**config.mk**
```make
export PLATFORM = sky130hd
export DESIGN_NAME = sqrt_request_driver
export DESIGN_NICKNAME = d
export VERILOG_FILES = /design/src/rtl/sqrt_request_driver.sv
export SDC_FILE = /design/constraint.sdc
export NUM_CORES = 1
export LEC_CHECK = 0
export ABC_AREA = 1
export BUFFER_PORTS_ARGS = -buffer_cell sky130_fd_sc_hd__buf_4
export CORE_MARGIN = 2
export CORE_UTILIZATION = 45
export DETAILED_ROUTE_END_ITERATION = 6
export GPL_ROUTABILITY_DRIVEN = 0
export SLEW_MARGIN = 20
export SYNTH_ARGS = -nofsm -noshare
export SYNTH_HDL_FRONTEND = slang
export SYNTH_SLANG_ARGS = --single-unit
```
**constraint.sdc**
```tcl
create_clock -name Clock -period 5.76 [get_ports Clock]
set_clock_uncertainty 0.1 [all_clocks]
set_input_delay 0.288 -clock Clock [delete_from_list [all_inputs] [get_ports Clock]]
set_output_delay 0.288 -clock Clock [all_outputs]
set_load 0.05 [all_outputs]
```
**src/rtl/sqrt_request_driver.sv**
```systemverilog
// rtl/sqrt_request_driver.sv - table-driven St/Done initiator for square_root_unit; optional SQRT_DRV_CHECK_EN result self-check
module sqrt_request_driver #(
    parameter int NUM_VECTORS = 16,
    parameter int IDX_W       = 4,
    parameter int TIMEOUT     = 255
) (
    input  logic             Clock,
    input  logic             Reset,
    input  logic             WrEn,
    input  logic [IDX_W-1:0] WrAddr,
    input  logic [7:0]       WrData,
    input  logic             Go,
    output logic             St,
    output logic [7:0]       N,
    input  logic             Done,
    input  logic [3:0]       Sqrt,
    output logic             ResValid,
    output logic [IDX_W-1:0] ResIdx,
    output logic [7:0]       ResN,
    output logic [3:0]       ResSqrt,
    output logic             ResErr,
    output logic [7:0]       ErrCount,
    output logic             Busy,
    output logic             SweepDone,
    output logic             TimedOut
);

    typedef enum logic [1:0] {S_IDLE, S_SETUP, S_REQ, S_RELEASE} state_t;

    localparam logic [IDX_W-1:0] LAST_IDX  = IDX_W'(NUM_VECTORS - 1);
    localparam logic [7:0]       TIMEOUT_C = 8'(TIMEOUT);

    state_t           state_q, state_d;
    logic [IDX_W-1:0] idx_q, idx_d;
    logic [7:0]       n_q, n_d;
    logic             st_q, st_d;
    logic             busy_q, busy_d;
    logic             timed_out_q, timed_out_d;
    logic [7:0]       timer_q, timer_d;
    logic             res_valid_q, res_valid_d;
    logic             sweep_done_q, sweep_done_d;
    logic [IDX_W-1:0] res_idx_q, res_idx_d;
    logic [7:0]       res_n_q, res_n_d;
    logic [3:0]       res_sqrt_q, res_sqrt_d;
    logic [7:0]       timer_inc;
    logic [IDX_W-1:0] idx_next;
    logic             go_accept;
    logic             capture;

    // Operand table has no reset so the host's load survives a mid-sweep Reset.
    logic [7:0] tbl_q [NUM_VECTORS];

    always_ff @(posedge Clock) begin
        if (state_q == S_IDLE && WrEn) begin
            tbl_q[WrAddr] <= WrData;
        end
    end

    assign go_accept = (state_q == S_IDLE) && Go && !WrEn;
    assign capture   = (state_q == S_REQ) && Done;
    assign timer_inc = (timer_q == TIMEOUT_C) ? timer_q : timer_q + 8'd1;
    assign idx_next  = idx_q + IDX_W'(1);

    always_comb begin
        state_d      = state_q;
        idx_d        = idx_q;
        n_d          = n_q;
        st_d         = st_q;
        busy_d       = busy_q;
        timed_out_d  = timed_out_q;
        timer_d      = timer_q;
        res_valid_d  = 1'b0;
        sweep_done_d = 1'b0;
        res_idx_d    = res_idx_q;
        res_n_d      = res_n_q;
        res_sqrt_d   = res_sqrt_q;
        case (state_q)
            S_IDLE: begin
                if (go_accept) begin
                    idx_d       = '0;
                    n_d         = tbl_q[0];
                    busy_d      = 1'b1;
                    timed_out_d = 1'b0;
                    state_d     = S_SETUP;
                end
            end
            S_SETUP: begin
                st_d    = 1'b1;
                timer_d = 8'd0;
                state_d = S_REQ;
            end
            S_REQ: begin
                if (Done) begin
                    st_d        = 1'b0;
                    res_valid_d = 1'b1;
                    res_idx_d   = idx_q;
                    res_n_d     = n_q;
                    res_sqrt_d  = Sqrt;
                    timer_d     = 8'd0;
                    state_d     = S_RELEASE;
                end else if (timer_inc == TIMEOUT_C) begin
                    st_d        = 1'b0;
                    busy_d      = 1'b0;
                    timed_out_d = 1'b1;
                    state_d     = S_IDLE;
                end else begin
                    timer_d = timer_inc;
                end
            end
            S_RELEASE: begin
                // Holding here until Done drops is what keeps one result per request.
                if (!Done) begin
                    if (idx_q == LAST_IDX) begin
                        busy_d       = 1'b0;
                        sweep_done_d = 1'b1;
                        state_d      = S_IDLE;
                    end else begin
                        idx_d   = idx_next;
                        n_d     = tbl_q[idx_next];
                        state_d = S_SETUP;
                    end
                end else if (timer_inc == TIMEOUT_C) begin
                    st_d        = 1'b0;
                    busy_d      = 1'b0;
                    timed_out_d = 1'b1;
                    state_d     = S_IDLE;
                end else begin
                    timer_d = timer_inc;
                end
            end
            default: state_d = S_IDLE;
        endcase
    end

    always_ff @(posedge Clock or posedge Reset) begin
        if (Reset) begin
            state_q      <= S_IDLE;
            idx_q        <= '0;
            n_q          <= '0;
            st_q         <= 1'b0;
            busy_q       <= 1'b0;
            timed_out_q  <= 1'b0;
            timer_q      <= '0;
            res_valid_q  <= 1'b0;
            sweep_done_q <= 1'b0;
            res_idx_q    <= '0;
            res_n_q      <= '0;
            res_sqrt_q   <= '0;
        end else begin
            state_q      <= state_d;
            idx_q        <= idx_d;
            n_q          <= n_d;
            st_q         <= st_d;
            busy_q       <= busy_d;
            timed_out_q  <= timed_out_d;
            timer_q      <= timer_d;
            res_valid_q  <= res_valid_d;
            sweep_done_q <= sweep_done_d;
            res_idx_q    <= res_idx_d;
            res_n_q      <= res_n_d;
            res_sqrt_q   <= res_sqrt_d;
        end
    end

`ifdef SQRT_DRV_CHECK_EN
    logic [9:0] sq_lo, sq_hi;
    logic       check_fail;
    logic       res_err_q, res_err_d;
    logic [7:0] err_cnt_q, err_cnt_d;

    // 10 bits hold (15+1)^2 = 256 without wrapping.
    always_comb begin
        sq_lo      = {6'd0, Sqrt} * {6'd0, Sqrt};
        sq_hi      = ({6'd0, Sqrt} + 10'd1) * ({6'd0, Sqrt} + 10'd1);
        check_fail = !((sq_lo <= {2'b00, n_q}) && (sq_hi > {2'b00, n_q}));
        res_err_d  = res_err_q;
        err_cnt_d  = err_cnt_q;
        if (go_accept) begin
            err_cnt_d = 8'd0;
        end
        if (capture) begin
            res_err_d = check_fail;
            if (check_fail && err_cnt_q != 8'hFF) begin
                err_cnt_d = err_cnt_q + 8'd1;
            end
        end
    end

    always_ff @(posedge Clock or posedge Reset) begin
        if (Reset) begin
            res_err_q <= 1'b0;
            err_cnt_q <= 8'd0;
        end else begin
            res_err_q <= res_err_d;
            err_cnt_q <= err_cnt_d;
        end
    end

    assign ResErr   = res_err_q;
    assign ErrCount = err_cnt_q;
`else
    assign ResErr   = 1'b0;
    assign ErrCount = 8'd0;
`endif

    assign St        = st_q;
    assign N         = n_q;
    assign Busy      = busy_q;
    assign TimedOut  = timed_out_q;
    assign ResValid  = res_valid_q;
    assign SweepDone = sweep_done_q;
    assign ResIdx    = res_idx_q;
    assign ResN      = res_n_q;
    assign ResSqrt   = res_sqrt_q;

endmodule

```
[Word-level counts from Yosys, hierarchy flattened]
Memory sizes are Yosys's and may differ from the RTL's.
Index checks and enable logic that the tools add are counted.
Word-level totals
  flip-flop bits (word level): 43
  memories: 1
  bits in latches: 0
  memory bits (writable): 128
  logic and storage cells: 81
  bits of input ports: 21
  ROM bits: 0
Operators by class
  order comparisons: 0
  reductions and logical operators: 13
  mux-type cells: 41
  equality and inequality tests: 12
  $mul: 0
  $add $sub $neg: 2
  shifts and indexed selects: 0
  bitwise logic cells: 0
  divide/modulo/power cells: 0
Memory list
  tbl_q: depth 16, width 8, read ports 2, clocked after memory_dff 0, write ports 1, RTL line 51  | logic [7:0] tbl_q [NUM_VECTORS];
Operators with widths (count)
  $mux 8: 7
  $pmux 8 s3: 1
  $mux 1: 20
  $eq 8x8->1 const B: 2
  $pmux 8 s2: 1
  $mux 4: 3
  $reduce_and 4->1: 3
  $ne 2x2->1 const B: 5
  $pmux 1 s3: 3
  $add 8x1->8 const B: 1
  $mux 2: 4
  $pmux 2 s4: 1
  $pmux 4 s2: 1
  $reduce_bool 3->1: 2
  $add 4x1->4 const B: 1
  $eq 2x2->1 const B: 2
  $eq 4x4->1 const B: 1
  $reduce_and 2->1: 2
  $logic_and 1x1->1: 3
  $ne 3x3->1 const B: 1
  $eq 2x1->1 const B: 1
  $logic_not 2->1: 1
  $reduce_bool 2->1: 1
  $logic_not 1->1: 1

[Longest topological paths before layout]
  word-level depth: 6
  depth in mapped cells: 14
  mapped depth without buffers: 14

[Worst setup path before layout]
Ideal clock, no wire load.
  path kind: reg2reg
  from: reg state_q[1]
  to: mem tbl_q[0][0], enable pin
  period minus slack after synthesis: 1.866 ns
  buffers on the path: 0
  setup slack: 3.894 ns
  arrival time: 1.395 ns
  stages on the path, launching flop included: 6
  cell sequence: dfrtp_1 > nor2_1 > inv_1 > nor2_1 > nand3_1 > nor2_1
Between the ends
  word-level cells in the longest chain between the ends: 4
Ends and longest elaborated chain
  from (decl): RTL line 33  | state_t state_q, state_d;
  from (signal assigned): RTL line 150  | state_q <= state_d;
  $logic_not 2->1: RTL line 54  | if (state_q == S_IDLE && WrEn) begin
  $logic_and 1x1->1: RTL line 54
  $mux 1: RTL line 54
  $mux 1 (not written as such): RTL line 55  | tbl_q[WrAddr] <= WrData;
  to (decl): RTL line 51
No other way between the ends.

[Final worst setup path]
  from: reg idx_q[0]
  to: reg n_q[1] (netlist: N[1])
Between the ends
  word-level cells in the longest chain between the ends: 5
  elaborated cells on any way between the ends: 8
  those cells by class: 1 x add/sub; 2 x eq/ne; 3 x mux; 1 x reduce/logical; 1 x memory
Ends and longest elaborated chain
  from (decl): RTL line 34  | logic [IDX_W-1:0] idx_q, idx_d;
  from (signal assigned): RTL line 151  | idx_q <= idx_d;
  $add 4x1->4: RTL line 62  | assign idx_next = idx_q + IDX_W'(1);
  $mem_v2 16x8
  $mux 8: RTL line 113  | if (idx_q == LAST_IDX) begin
  $mux 8: RTL line 112  | if (!Done) begin
  $pmux 8 s2: RTL line 77  | case (state_q)
  to (signal assigned): RTL line 152  | n_q <= n_d;
  to (decl): RTL line 35  | logic [7:0] n_q, n_d;
Parallel ways exist; a longest one is shown, timed or not. The select of a mux whose other input is x is not followed.
A chain may end at the register's enable or synchronous reset.

==> metrics.cfg <==
[yosys]
synthTopCellsByCount = edfxtp_1 (128), nor2_1 (107), nand2_1 (102)
netlist.area_leader.share_pct = 52.77
synthMuxAreaShare_pct = 0
async_flop_share_pct = 25.15
yosysTopAreaCell = edfxtp_1
synth_xor_area_share_pct = 0.6870
synth_edf_count = 128
synth.area.top_cells = edfxtp_1 (53%), dfrtp_1 (15%), o21ai_0 (5.8%)
synth_top_family_by_area = simple AND/OR/NAND/NOR gates
syn_inst = 661
seq_area_frac_synth_pct = 67.54
ys.flop_type = edfxtp_1
synth_compound_area_share_pct = 11.25
yosysWarnings = 0
yosys_register_bits = 171
mappedNetlistArea_mm2 = 0.007284
synthSimpleGateAreaFrac_pct = 14.45
syn_area_per_cell_um2 = 11.02
ys_types = 31
synth_adder_area_share_pct = 0.3435
synth.most_common_cell = edfxtp_1

[setup_path]
endpoint_kind = register
required_ns = 6.00
cpPeakStageDelay_ns = 0.77
timing.rr.start = idx_q[0]
crit_top_cell = nand3_1
cp_max_fo = 74
ff2ff_setup_slack_ns = 2.52
crit_start = idx_q[0]
path_class = reg -> reg
start_kind = register
slowest_stage = xor2_2
worst_r2r_endpoint = N[1]
crit_chain = buf_4 > ha_1 > xor2_2 > inv_2 > o211ai_1 > nand3_1 > nand3_1 > nand2_1 > o21ai_0
cp.arrival_ns = 3.48
rr_worst_depth = 9

[clocking]
cts_made_buffers = 17
post_cts_buffers = 0
cts_tree = done
root_buffer = clkbuf_16
cts_max_level = 4
clock_latency_ns = 0.42
cts.sinks = 171
path_clk_slew_ns = 0.06
clockBufferDepth = 2

[global_route]
grt_pass1_vias = 4846
grt_start_max_net_pins = 75
track_usage_pct = 20.47
grt_first_pass_wirelength_um = 26890
antenna_found_initial = 0
grt_overflow = 0

[timing]
timing.final.crit_share_pct = 56.34
slew_headroom_pct = 34.19
hold_violations = 0
report.final.slew_viol_count = 0
setup_viol = 0
fmax_mhz = 308.2
tns_ns = 0
tightest_slew_ns = 0.9835
rsz0062_at_grt = false
period_needed_ns = 3.245

[die]
dieArea_mm2 = 0.01722
rows = 46
die_w_um = 131.2
core_area_mm2 = 0.01583
die-height_um = 131.2
num_io_pins = 59
initial_core_util_pct = 46.02

[pwr]
powerDensity_mw_per_mm2 = 492.3
ir_worst_vdd_uv = 237.3
p_leak_nw = 3.253

[placement]
io_buffers = 49
dpl.hpwl_um = 10920
placed_area_mm2 = 0.007739

[drt]
routed.top_layer = met4
wl_met3_um = 1180
drc = 11
antenna_left = 0
detail_route.wl_per_cell_um = 18.37
drt_iter0_markers = 402
drt_wl_total_um = 17250
wl_met1_um = 7646
firstDrtPassIters = 7
wl_met2_um = 8179
dr_total_vias = 5023
vias_per_cell = 5.349

[cells_and_area]
diodes = 0
fin_nets = 733
final_area_mm2 = 0.008406
drive_gt1_share_pct = 13.14
area_growth_pct = 15.39

[run]
maxCapViolCount = 0

[hold_path]
hold_start = WrData[0]
hold_depth = 1
hp-class = in -> reg
hold_end = tbl_q[4][0]

[run_status]
status = finished, violations left
violations = DRC

[power breakdown]
group          internal, mW  switching [mW]
combinational         0.408            1.05
sequential             1.45          0.0897
clock                 0.679           0.462
total                  2.54            1.60
[cell type report]
type	count	area [µm²]
tap	216	270.3
timing repair buffer	59	457.9
sequential	171	4921
clock inverter	7	46.29
clock buffer	25	560.5
fill	1391	7422
inverter	45	168.9
multi-input combinational	416	1981
[state kept, by name, indices dropped and copies added, names as in the netlist]
register	count
Busy	1
N	8
idx_q	4
SweepDone	1
ResSqrt	4
St	1
tbl_q	128
ResN	8
ResIdx	4
timer_q	8
ResValid	1
state_q	2
TimedOut	1
[per-layer routing]
| layer | track usage, % | vias up |
|---|---|---|
| met1 | 28.05 | 2419 |
| met3 | 4.707 | 23 |
| li1 | - | 2380 |
| met5 | 0 | - |
| met2 | 32.49 | 201 |
| met4 | 6.824 | 0 |
[how the worst max path moves through the flow]
stage	to	slack, ns
6_report	N[1]	2.52
4_1_cts	N[1]	2.54
3_3_place_gp	N[6]	2.58
3_5_place_dp	N[1]	2.55
2_1_floorplan	tbl_q[0][0]	3.89
5_1_grt	N[7]	2.30
[per-stage QoR]
step,total power [mW],setup slack (ns),hold WS [ns],util (%),instances
6_report,4.138,2.515,0.1060,53.11,939
5_1_grt,4.361,2.303,0.09742,53.11,939
4_1_cts,4.157,2.537,0.09273,53.11,939
2_1_floorplan,2.629,3.894,0.2612,-,669
3_5_place_dp,3.014,2.550,0.3596,48.89,901
3_3_place_gp,2.999,2.585,0.3554,48.89,901
[cell families after synthesis]
kind of cell / after synthesis
AOI/OAI and AO/OA: 141
xor gates and xnor gates: 4
adders and majority gates: 2
buffers and inverters: 82
DFF: 171
other: 1
and+or+nand+nor: 260
[what timing repair did]
item / in CTS / in global routing
resized for setup: 0 / 0
hold buffers: 6 / 0
endpoints found under the hold margin: 48 / 0
endpoints found under the setup margin: 0 / 0
[placed cells by master (no fill, tap or decap), types with 3 or more instances in the layout]
| master | synthesis | final |
|---|---|---|
| o211ai_1 | 21 | 21 |
| a21boi_0 | 3 | 3 |
| conb_1 | 1 | 9 |
| o221ai_1 | 5 | 5 |
| edfxtp_1 | 128 | 128 |
| o211ai_2 | 4 | 4 |
| nand4_1 | 3 | 3 |
| buf_4 | 10 | 53 |
| inv_1 | 41 | 40 |
| nand3_1 | 44 | 44 |
| o21ai_0 | 85 | 85 |
| dfrtp_1 | 43 | 42 |
| clkbuf_16 | 0 | 21 |
| dlygate4sd3_1 | 0 | 6 |
| nor2_1 | 107 | 107 |
| clkinv_1 | 2 | 3 |
| nand2_1 | 102 | 102 |
| a21oi_1 | 20 | 20 |
[critical path, delay by kind of cell (launching register included)]
family | cells | cell delay [ns]
buffers and inverters | 2 | 0.98
and+or+nand+nor | 3 | 0.30
adders and majority gates | 1 | 0.33
xor gates and xnor gates | 1 | 0.77
AOI/OAI and AO/OA | 2 | 0.33
DFF | 1 | 0.34
(Power assumes the default switching activity.)
